File: src/rtl/csr_req_sched.sv
// Round-robin arbiter for the per-core CSR execute port: probes the candidate's warp
// for drain, then forwards its sop..eop packets uninterrupted.
module csr_req_sched #(
  parameter int NUM_REQS      = 4,
  parameter int NW_WIDTH      = 4,
  parameter int DATAW         = 64,
  parameter int PROBE_TIMEOUT = 16
) (
  input  logic                         clk,
  input  logic                         reset,
  input  logic [NUM_REQS-1:0]          req_valid,
  input  logic [NUM_REQS*NW_WIDTH-1:0] req_wid,
  input  logic [NUM_REQS-1:0]          req_sop,
  input  logic [NUM_REQS-1:0]          req_eop,
  input  logic [NUM_REQS*DATAW-1:0]    req_data,
  output logic [NUM_REQS-1:0]          req_ready,
  output logic [NW_WIDTH-1:0]          alm_empty_wid,
  input  logic                         alm_empty,
  output logic                         out_valid,
  output logic [NW_WIDTH-1:0]          out_wid,
  output logic                         out_sop,
  output logic                         out_eop,
  output logic [DATAW-1:0]             out_data,
  output logic [$clog2(NUM_REQS)-1:0]  out_idx,
  input  logic                         out_ready
);

  localparam int IDXW = $clog2(NUM_REQS);
  localparam int CNTW = $clog2(PROBE_TIMEOUT);
  localparam logic [IDXW-1:0] LAST_IDX = IDXW'(NUM_REQS - 1);
  localparam logic [CNTW-1:0] CNT_MAX  = CNTW'(PROBE_TIMEOUT - 1);

  typedef enum logic [1:0] {S_IDLE, S_PROBE, S_BURST} state_e;

  state_e                 state_q, state_d;
  logic [IDXW-1:0]        rr_ptr_q, rr_ptr_d;
  logic [IDXW-1:0]        cand_q, cand_d;
  logic [CNTW-1:0]        probe_cnt_q, probe_cnt_d;

  logic [NUM_REQS-1:0][NW_WIDTH-1:0] wid_arr;
  logic [NUM_REQS-1:0][DATAW-1:0]    data_arr;
  logic [IDXW-1:0]        pick_idx;
  logic [IDXW-1:0]        rr_next;
  logic [NUM_REQS-1:0]    others_valid;

  assign wid_arr  = req_wid;
  assign data_arr = req_data;

  assign out_idx       = cand_q;
  assign alm_empty_wid = wid_arr[cand_q];
  assign out_wid       = wid_arr[cand_q];
  assign out_data      = data_arr[cand_q];
  assign out_sop       = req_sop[cand_q];
  assign out_eop       = req_eop[cand_q];
  assign rr_next       = (cand_q == LAST_IDX) ? '0 : cand_q + 1'b1;

  // Scan downward so the nearest valid index at or after rr_ptr is the last to win.
  always_comb begin : pick_first
    logic [IDXW-1:0] j;
    j        = '0;
    pick_idx = rr_ptr_q;
    for (int unsigned k = NUM_REQS; k > 0; k--) begin
      j = IDXW'((32'(rr_ptr_q) + k - 1) % NUM_REQS);
      if (req_valid[j]) pick_idx = j;
    end
  end

  always_comb begin
    others_valid         = req_valid;
    others_valid[cand_q] = 1'b0;
  end

  always_comb begin
    state_d     = state_q;
    rr_ptr_d    = rr_ptr_q;
    cand_d      = cand_q;
    probe_cnt_d = probe_cnt_q;
    out_valid   = 1'b0;
    req_ready   = '0;
    case (state_q)
      S_IDLE: begin
        if (|req_valid) begin
          cand_d      = pick_idx;
          probe_cnt_d = '0;
          state_d     = S_PROBE;
        end
      end
      S_PROBE: begin
        if (!req_valid[cand_q]) begin
          state_d = S_IDLE;
        end else if (alm_empty) begin
          state_d = S_BURST;
        end else if (probe_cnt_q == CNT_MAX && |others_valid) begin
          rr_ptr_d = rr_next;
          state_d  = S_IDLE;
        end else if (probe_cnt_q != CNT_MAX) begin
          probe_cnt_d = probe_cnt_q + 1'b1;
        end
      end
      S_BURST: begin
        out_valid         = req_valid[cand_q];
        req_ready[cand_q] = out_ready;
        if (req_valid[cand_q] && out_ready && req_eop[cand_q]) begin
          rr_ptr_d = rr_next;
          state_d  = S_IDLE;
        end
      end
      default: state_d = S_IDLE;
    endcase
  end

  always_ff @(posedge clk) begin
    if (reset) begin
      state_q     <= S_IDLE;
      rr_ptr_q    <= '0;
      cand_q      <= '0;
      probe_cnt_q <= '0;
    end else begin
      state_q     <= state_d;
      rr_ptr_q    <= rr_ptr_d;
      cand_q      <= cand_d;
      probe_cnt_q <= probe_cnt_d;
    end
  end

  // A requester under probe must keep its instruction presented.
  a_probe_valid_held: assert property (@(posedge clk) disable iff (reset)
    (state_q == S_PROBE) |-> req_valid[cand_q]);

endmodule

File: config.mk
export PLATFORM = sky130hd
export DESIGN_NAME = csr_req_sched
export DESIGN_NICKNAME = d
export VERILOG_FILES = /design/src/rtl/csr_req_sched.sv
export SDC_FILE = /design/constraint.sdc
export NUM_CORES = 1
export LEC_CHECK = 0
export CAP_MARGIN = 10
export CORE_AREA = 3 3 141 143
export DETAILED_ROUTE_END_ITERATION = 12
export DIE_AREA = 0 0 144 146
export SLEW_MARGIN = 5
export SYNTH_ARGS = -nofsm -noshare
export SYNTH_HDL_FRONTEND = slang
export SYNTH_SLANG_ARGS = --single-unit
File: constraint.sdc
create_clock -name clk -period 4.3 [get_ports clk]
set_input_delay 0.43 -clock clk [delete_from_list [all_inputs] [get_ports clk]]
set_output_delay 0.43 -clock clk [all_outputs]
set_load 0.01 [all_outputs]
After elaboration in Yosys (flattened, before gate mapping) --
Index checks and enable logic that the tools add are counted.
Cells by class: $add $sub $neg 10, order comparisons 6, equal/unequal tests 13, mux-type cells 44, bitwise gates (word level) 3, reduce and logical (&&, ||, !) cells 13
Operator list (number):
- binary-select mux 64 bit (select 2 bit) | 1
- two-way mux 64 bit | 1
- two-way mux 2 bit | 14
- two-way mux 4 bit | 7
- < comparator 2 x 3 -> 1 bit (second input constant) | 5
- binary-select mux 1 bit (select 2 bit) | 7
- != test 2 bit (second input constant) | 7
- two-way mux 1 bit | 9
- AND 4 bit | 2
- binary-select mux 4 bit (select 2 bit) | 1
- != test 4 bit (second input constant) | 2
- one-hot mux 4 bit (2 select lines) | 1
- OR reduction 4 bit | 2
- subtractor 2 x 1 -> 2 bit (second input constant) | 4
- adder 2 x 1 -> 2 bit (second input constant) | 3
- one-hot mux 2 bit (3 select lines) | 1
- AND reduction 6 bit | 1
- AND reduction 5 bit | 1
- adder 2 bit (second input constant) | 2
- adder 4 x 1 -> 4 bit (second input constant) | 1
- equality test 2 bit (second input constant) | 2
- equality test 4 bit (second input constant) | 1
- logical AND 1 bit | 4
- inverter 4 bit | 1
- other kinds (8) | 9
Storage, ports and cells: flip-flop bits (word level) 10, bits of input ports 288, output and inout port bits 81, logic and storage cells 93

Depth between registers and ports, before layout --
Gate-level depths: netlist of run 1.
depth in word-level cells 12, depth in mapped cells 9, mapped depth without buffers 7

Least setup slack after synthesis of run 1 --
No wires, ideal clock.
path kind reg2reg, from register cand_q[1] (netlist: out_idx[1]), to register rr_ptr_q[0], library setup time 0.121 ns, arrival time 2.310 ns, required time 4.179 ns, slack 1.870 ns, cell stages (with the launch flop) 10, buffers on the path 2, clock period less this slack 2.430 ns, cell sequence dfxtp_1 > clkbuf_1 > clkbuf_1 > inv_1 > ha_1 > nor2b_1 > o41a_1 > a21oi_1 > a211oi_2 > mux2_2
On the way: word-level cells in the longest chain between the ends 10, elaborated cells between the ends (all ways) 26, classes of those cells 2 x order compare; 4 x eq/ne; 12 x mux; 2 x bitwise; 6 x reduce/logical
RTL lines:
- start, declared | RTL line 37 | logic [IDXW-1:0] cand_q, cand_d;
- start signal, assigned | RTL line 121 | cand_q <= cand_d;
- < comparator 2 x 3 -> 1 bit (not written as such) / >= comparator 2 x 1 -> 1 bit (equally long branches) | RTL line 70 | others_valid[cand_q] = 1'b0;
- logical AND 1 bit (not written as such) | RTL line 70
- two-way mux 1 bit (not written as such) | RTL line 70
- demux 1 bit (select 2 bit) | RTL line 70
- inverter 4 bit (no source line)
- AND 4 bit (no source line)
- OR reduction 4 bit | RTL line 93 | end else if (probe_cnt_q == CNT_MAX && |others_valid) begin
- logical AND 1 bit | RTL line 93
- != test 2 bit (no source line)
- AND reduction 5 bit (no source line)
- end signal, assigned | RTL line 120 | rr_ptr_q <= rr_ptr_d;
- end, declared | RTL line 36 | logic [IDXW-1:0] rr_ptr_q, rr_ptr_d;
Parallel ways exist; a longest one is shown, timed or not. The select of a mux whose other input is x is not followed. A chain may end at the register's enable or synchronous reset.

Worst setup path in the final report of run 1 --
from register cand_q[1] (netlist: out_idx[1]), to output port req_ready[3]
On the way: word-level cells in the longest chain between the ends 6, elaborated cells between the ends (all ways) 7, classes of those cells 2 x order compare; 3 x mux; 1 x bitwise; 1 x reduce/logical
RTL lines:
- < comparator 2 x 3 -> 1 bit (not written as such) / >= comparator 2 x 1 -> 1 bit (equally long branches) | RTL line 102 | req_ready[cand_q] = out_ready;
- logical AND 1 bit (not written as such) | RTL line 102
- two-way mux 1 bit (not written as such) | RTL line 102
- demux 1 bit (select 2 bit) * | RTL line 102
- AND 4 bit (no source line) *
- two-way mux 4 bit * | RTL line 80 | case (state_q)
- end, declared | RTL line 16 | output logic [NUM_REQS-1:0] req_ready,
Every way passes the cells marked *; elsewhere a longest branch is shown, timed or not.

==> impl_metrics.tcl, run 1 <==
set metrics [dict create \
    post_synth_inst_count 184 \
    skew_ns 0.00512 \
    grt-ovfl-total 0 \
    cp_slowest_cell "sky130_fd_sc_hd__dfxtp_4" \
    clock_power_share_pct 16.4 \
    grt_util_all_layers_pct 14.4 \
    post_synth_most_frequent_cells "sky130_fd_sc_hd__mux4_2, sky130_fd_sc_hd__nor2_1, sky130_fd_sc_hd__a21oi_1, sky130_fd_sc_hd__dfxtp_1" \
    std_cell_rows 50 \
    cts.root.buffer_cell "sky130_fd_sc_hd__clkbuf_16" \
    grt_antenna_before_repair 0 \
    wire_length_of_the_first_global_routing_pass_mm 23.3 \
    ys.flop_type "sky130_fd_sc_hd__dfxtp_1" \
    via_count 3317 \
    worstReg2RegStart "out_idx[1]$_SDFFE_PP0P_" \
    synthArstFlopShare_pct 0 \
    floorplan.initialDensity_pct 12.9 \
    power.combinational.fraction_pct 70.8 \
    timing.critical_path.arrival_ns 2.53 \
    synth_seq_cells 10 \
    dr.first_iter.drc_count 112 \
    maxClockFrequency_mhz 338 \
    cts_tree "built" \
    placement.setup.worst_slack_ns 1.57 \
    ctsLongestPathBuffers 2 \
    insertion_delay_ns 0.24 \
    post_cts_resize_count 0 \
    grt_setup_unrepaired "false" \
    worstHoldPathType "flop to flop" \
    critPathCaptureType "primary output" \
    fp.dieArea_sq_mm 0.0210 \
    largest_net_degree_at_the_start_of_global_routing 78 \
    share_of_the_synthesized_area_in_the_top_cell_type_pct 65.3 \
    p_sw_mw 0.271 \
    cts-hold-fix-buffers 0 \
    netlist-cell-type-count 30 \
    syn_area_sq_mm 0.00241 \
    route.detailed.vias_per_inst 4.31 \
    power_frac_seq_pct 12.9 \
    detail_route.first_pass.iterations 4 \
    avgRoutedWirePerCell_um 21.4 \
    power.density_cell_area_mw_per_mm2 155 \
    yosys-top-cells-area "sky130_fd_sc_hd__mux4_2, sky130_fd_sc_hd__dfxtp_1, sky130_fd_sc_hd__ha_1, sky130_fd_sc_hd__a21oi_1, sky130_fd_sc_hd__mux2i_1" \
    clkTransAtPathRegs_ns 0.04 \
    die_width_um 144 \
    min_from "probe_cnt_q[3]$_SDFFE_PP0P_" \
    post-route-cell-area_sq_mm 0.00639 \
    setup.worst_path.start_class "flop" \
    place.gp.congestion 0.958 \
    mappedNetlistNets 477 \
    hold_depth 2 \
    io_pins 369 \
    placed_cell_area_sq_mm 0.00632 \
    insertedDiodeCount 0 \
    num-nets-final 831 \
    synth_most_common_cell "sky130_fd_sc_hd__mux4_2" \
    power.switching_fraction_pct 27.4 \
    number_of_cells_traversed_by_the_worst_register_to_register_path 7 \
    aggregate_negative_setup_slack_ns 0 \
    finalWorstPathRequiredPeriod_ns 2.96 \
    core_area_sq_mm 0.0187 \
    drive_gt1_share_pct 15.3 \
    crit_required_ns 3.87 \
    cts-htree-levels 1 \
    fp.dieH_um 146 \
    kind_of_critical_path "flop to primary output" \
    final-setup-viol-count 0 \
    synth_seq_area_share_pct 8.29 \
    crit_chain "ha_1, and3_1, clkdlybuf4s50_1" \
    placement.io_buffers 368 \
    detail-route-antenna-nets 0 \
    number_of_global_route_vias_before_repair 3647 \
    synth_enable_flop_cells 0 \
    power.ir.vdd_worst_mv 0.183 \
    worst-slew-pin-transition_ns 1.15 \
    finalHoldViolations 0 \
    crit_path_max_fanout 77 \
    leakage_nw 2.13 \
    holdPathEnd "probe_cnt_q[3]$_SDFFE_PP0P_" \
    sinks_on_clock_net 10 \
    yosys_warnings 0 \
    crit_share_post_route_pct 68.7 \
    post-dp-hpwl_mm 14.2 \
    postLayoutSetupSlackWorst_ns 1.34 \
    post-cts-setup-buffers 0 \
    postSynthAreaPerCell_sq_um 13.1 \
    final-max-slew-violation-count 0 \
    cap_violations 0 \
    detail_route.drc_violations 0 \
    clock_buffer_count_from_cts 3 \
    area_delta_synth_final_pct 165 \
    slew_headroom_pct 23.6 \
    yosysTopAreaCell "sky130_fd_sc_hd__mux4_2" \
    outcome "finished, final reports clean" \
    cp_slowest_stage_delay_ns 1.02 \
    worst-r2r-setup-slack_ns 1.52 \
    worstReg2RegEnd "rr_ptr_q[0]$_SDFFE_PP0P_" \
    finalWirelength_mm 16.4 \
    internal_power_mw 0.717 \
]
placed cells by master, fill, tap and decap left out, types with 2 or more instances in the layout:
master / instances
sky130_fd_sc_hd__nand2_1: 6
sky130_fd_sc_hd__nand2b_1: 4
sky130_fd_sc_hd__a21oi_1: 10
sky130_fd_sc_hd__dfxtp_1: 8
sky130_fd_sc_hd__nor2_1: 12
sky130_fd_sc_hd__nor4_1: 2
sky130_fd_sc_hd__mux2_2: 2
sky130_fd_sc_hd__nand3_1: 3
sky130_fd_sc_hd__dfxtp_4: 2
sky130_fd_sc_hd__ha_1: 5
sky130_fd_sc_hd__xnor2_1: 3
sky130_fd_sc_hd__mux4_2: 70
sky130_fd_sc_hd__clkbuf_16: 3
sky130_fd_sc_hd__mux2i_1: 5
sky130_fd_sc_hd__clkdlybuf4s50_1: 368
sky130_fd_sc_hd__nor2b_1: 8
sky130_fd_sc_hd__inv_1: 8
sky130_fd_sc_hd__and3_1: 5
stage by stage:
stage               instances  util, %  total power, mW  hold slack (ns)
floorplan                 184        -            0.365            0.476
global placement          767     33.8            0.825            0.497
detailed placement        767     33.8            0.831            0.529
CTS                       770     34.2            0.998            0.538
global route              770     34.2             1.04            0.571
finish                    770     34.2            0.988            0.524
logic make-up (layout without fill, tap and decap cells):
group / after synthesis / in the layout / synth area share (%)
xor+xnor: 3 / 3 / 1.09
buf+inv: 29 / 381 / 5.80
compound gates: 17 / 17 / 4.66
fa+ha+maj: 5 / 5 / 2.59
simple gates: 43 / 43 / 9.27
flops: 10 / 10 / 8.29
mux: 77 / 77 / 68.3
critical path: cells and delay by family, from the launching register on:
| kind | cells | cell delay (ns) |
|---|---|---|
| buf+inv | 1 | 0.58 |
| fa+ha+maj | 1 | 0.37 |
| simple gates | 1 | 0.18 |
| flops | 1 | 1.02 |
cell type report:
class	count	area [sq um]
Clock buffer	3	75.1
Fill cell	1795	12300
Inverter	8	30.0
Multi-Input combinational cell	145	2070
Sequential cell	10	208
Tap cell	234	293
Timing Repair Buffer	370	3710
power by group through the flow:
stage / logic, mW / clock network, mW / registers, mW
2_1_floorplan: 0.262 / 0 / 0.103
3_3_place_gp: 0.696 / 0 / 0.129
3_5_place_dp: 0.701 / 0 / 0.130
4_1_cts: 0.705 / 0.165 / 0.128
5_1_grt: 0.738 / 0.170 / 0.131
6_report: 0.700 / 0.162 / 0.127
sequential cells by signal (all words and copies together), names as in the netlist:
name and count:
out_idx 2, rr_ptr_q 2, state_q 2, probe_cnt_q 4
how the worst max path moves through the flow:
stage                                     to                     from  slack, ns
global placement                out_data[54]  out_idx[0]$_SDFFE_PP0P_       1.63
global route                      out_wid[1]  out_idx[0]$_SDFFE_PP0P_       1.26
finish                          req_ready[3]  out_idx[1]$_SDFFE_PP0P_       1.34
CTS                         alm_empty_wid[1]  out_idx[0]$_SDFFE_PP0P_       1.37
floorplan           rr_ptr_q[0]$_SDFFE_PP0P_  out_idx[1]$_SDFFE_PP0P_       1.87
detailed placement  rr_ptr_q[0]$_SDFFE_PP0P_  out_idx[1]$_SDFFE_PP0P_       1.57
routing by layer:
layer  global-route usage [%]  up-vias  wire, um
met5                        0        -         0
met4                    0.753        0        44
met3                     1.68        6      1060
met2                     27.6      159      9030
met1                     17.7     1660      6320
li1                         -     1492         -
Power figures use the tool's default switching activity.
==> inputs of run 2 (changes only) <==
CORE_AREA = 3 3 143 145   (was 3 3 141 143)
DIE_AREA = 0 0 146 148   (was 0 0 144 146)
clock period = 2.82 ns   (was 4.3 ns; I/O delays follow)
==> run 2 against run 1 <==
Critical path depth did not move. Sequential share of layout area barely moved. Clock power rose by 56%. Global-route usage rose by 0.25 points. First-iteration DRC count fell by 15%. Utilization fell by 0.61 points. Die area rose by 2.8%. Design area rose by 1.5%. Largest cell class unchanged.
==> impl_metrics.tcl, run 2 (synthesis gave the netlist of run 1 again) <==
set metrics [dict create \
    crit_share_post_route_pct 85.5 \
    clock_buffer_count_from_cts 3 \
    finalWirelength_mm 16.7 \
    core_area_sq_mm 0.0193 \
    final-max-slew-violation-count 0 \
    wire_length_of_the_first_global_routing_pass_mm 24.7 \
    post-dp-hpwl_mm 14.6 \
    worst-slew-pin-transition_ns 0.610 \
    cp-startpoint "out_idx[1]$_SDFFE_PP0P_" \
    placed_cell_area_sq_mm 0.00641 \
    number_of_global_route_vias_before_repair 3679 \
    nFillCells 1931 \
    utilization_pct 33.6 \
    finalWorstPathRequiredPeriod_ns 2.41 \
    cts-hold-fix-buffers 0 \
    insertedDiodeCount 0 \
    skew_ns 0.00470 \
    finalHoldViolations 0 \
    grt-ovfl-total 0 \
    timing.critical_path.arrival_ns 2.13 \
    dr.first_iter.drc_count 95 \
    setup.worst_path.start_class "flop" \
    grt_setup_unrepaired "false" \
    fp.dieArea_sq_mm 0.0216 \
    ctsLongestPathBuffers 2 \
    grt_util_all_layers_pct 14.6 \
    cp_slowest_stage_delay_ns 0.51 \
    drive_gt1_share_pct 15.9 \
    cts-htree-levels 1 \
    cts.root.buffer_cell "sky130_fd_sc_hd__clkbuf_16" \
    route.detailed.vias_per_inst 4.23 \
    post-cts-setup-buffers 0 \
    fp.dieH_um 148 \
    via_count 3411 \
    kind_of_critical_path "flop to primary output" \
    largest_reg_flops 4 \
    min_from "probe_cnt_q[3]$_SDFFE_PP0P_" \
    place.gp.congestion 0.992 \
    worstReg2RegStart "out_idx[0]$_SDFFE_PP0P_" \
    sinks_on_clock_net 10 \
    crit_path_max_fanout 42 \
    maxClockFrequency_mhz 415 \
    cp_slowest_cell "sky130_fd_sc_hd__clkdlybuf4s50_1" \
    detail_route.drc_violations 0 \
    area_delta_synth_final_pct 169 \
    detail-route-antenna-nets 0 \
    die_width_um 146 \
    power.ir.vdd_worst_mv 0.372 \
    final-setup-viol-count 0 \
    floorplan.initialDensity_pct 12.5 \
    avgRoutedWirePerCell_um 20.7 \
    num-nets-final 835 \
    detail_route.first_pass.iterations 4 \
    layout.cells.most_common "sky130_fd_sc_hd__clkdlybuf4s50_1" \
    crit_chain "buf_4, mux4_2, clkdlybuf4s50_1" \
    placement.io_buffers 368 \
    largest_net_degree_at_the_start_of_global_routing 43 \
    io_pins 369 \
    leakage_nw 2.16 \
    critPathCaptureType "primary output" \
    slew_headroom_pct 59.3 \
    outcome "finished, final reports clean" \
    insertion_delay_ns 0.24 \
    grt_antenna_before_repair 1 \
    post_cts_resize_count 0 \
    std_cell_rows 51 \
    aggregate_negative_setup_slack_ns 0 \
    cts_tree "built" \
    largest_register "probe_cnt_q" \
    post-route-cell-area_sq_mm 0.00649 \
    power.density_cell_area_mw_per_mm2 235 \
    crit_required_ns 2.54 \
    finalHoldWorstSlack_ns 0.519 \
    cap_violations 0 \
    worstHoldPathType "flop to flop" \
    clkTransAtPathRegs_ns 0.04 \
    p_total_mw 1.53 \
    most-common-layout-cells "sky130_fd_sc_hd__clkdlybuf4s50_1, sky130_fd_sc_hd__mux4_2, sky130_fd_sc_hd__nor2_1, sky130_fd_sc_hd__a21oi_1" \
]
[run 2: cell types whose count changed in the layout (fill, tap and decap cells not counted), sizes merged]
cell,previous run,this run
buf,2,6
clkinv,0,1
[run 2: worst max-delay path, delay by kind of cell (launching register included)]
| family | cells | cell delay, ns |
|---|---|---|
| buffers and inverters | 2 | 1.01 |
| DFF | 1 | 0.39 |
| muxes | 1 | 0.44 |
[run 2: layer usage]
| layer | global-route usage, % | share of wire (%) | wire, um | vias up |
|---|---|---|---|---|
| met5 | 0 | 0.066 | 11 | - |
| met3 | 3.80 | 7.8 | 1300 | 22 |
| met4 | 2.21 | 1.3 | 211 | 2 |
| met2 | 26.1 | 52 | 8750 | 183 |
| li1 | - | - | - | 1500 |
| met1 | 18.2 | 39 | 6440 | 1704 |
[run 2: power by group]
group	switching [mW]	internal (mW)	total [mW]
registers	0.0152	0.148	0.163
clock network	0.0657	0.186	0.252
logic	0.341	0.771	1.11
[run 2: area by class of cell]
type                            count  area [sq um]  share of cell area [%]
Timing Repair Buffer              374          3770                    58.0
Multi-Input combinational cell    145          2070                    32.0
Inverter                            8          30.0                   0.463
Clock buffer                        3          75.1                    1.16
Clock inverter                      1          3.75                  0.0578
Sequential cell                    10           208                    3.20
Tap cell                          265           332                    5.11
[run 2: final timing paths]
kind                                       to  slack [ns]  cells past startpoint
setup / recovery                 out_data[27]        0.41                      3
hold / removal    probe_cnt_q[3]$_SDFFE_PP0P_        0.52                      2
setup reg to reg     rr_ptr_q[0]$_SDFFE_PP0P_        0.73                      7
hold reg to reg   probe_cnt_q[3]$_SDFFE_PP0P_        0.52                      2
[run 2: per-stage QoR]
stage,setup slack (ns),instances
detailed placement,0.554,802
global route,0.323,806
finish,0.407,806
CTS,0.373,806
floorplan,0.390,184
global placement,0.576,802
==> inputs of run 3 (changes only) <==
TNS_END_PERCENT = 1   (was not set)
==> results of run 3 <==
Same layout as run 2: the final DEF is identical, and so are final timing and power.
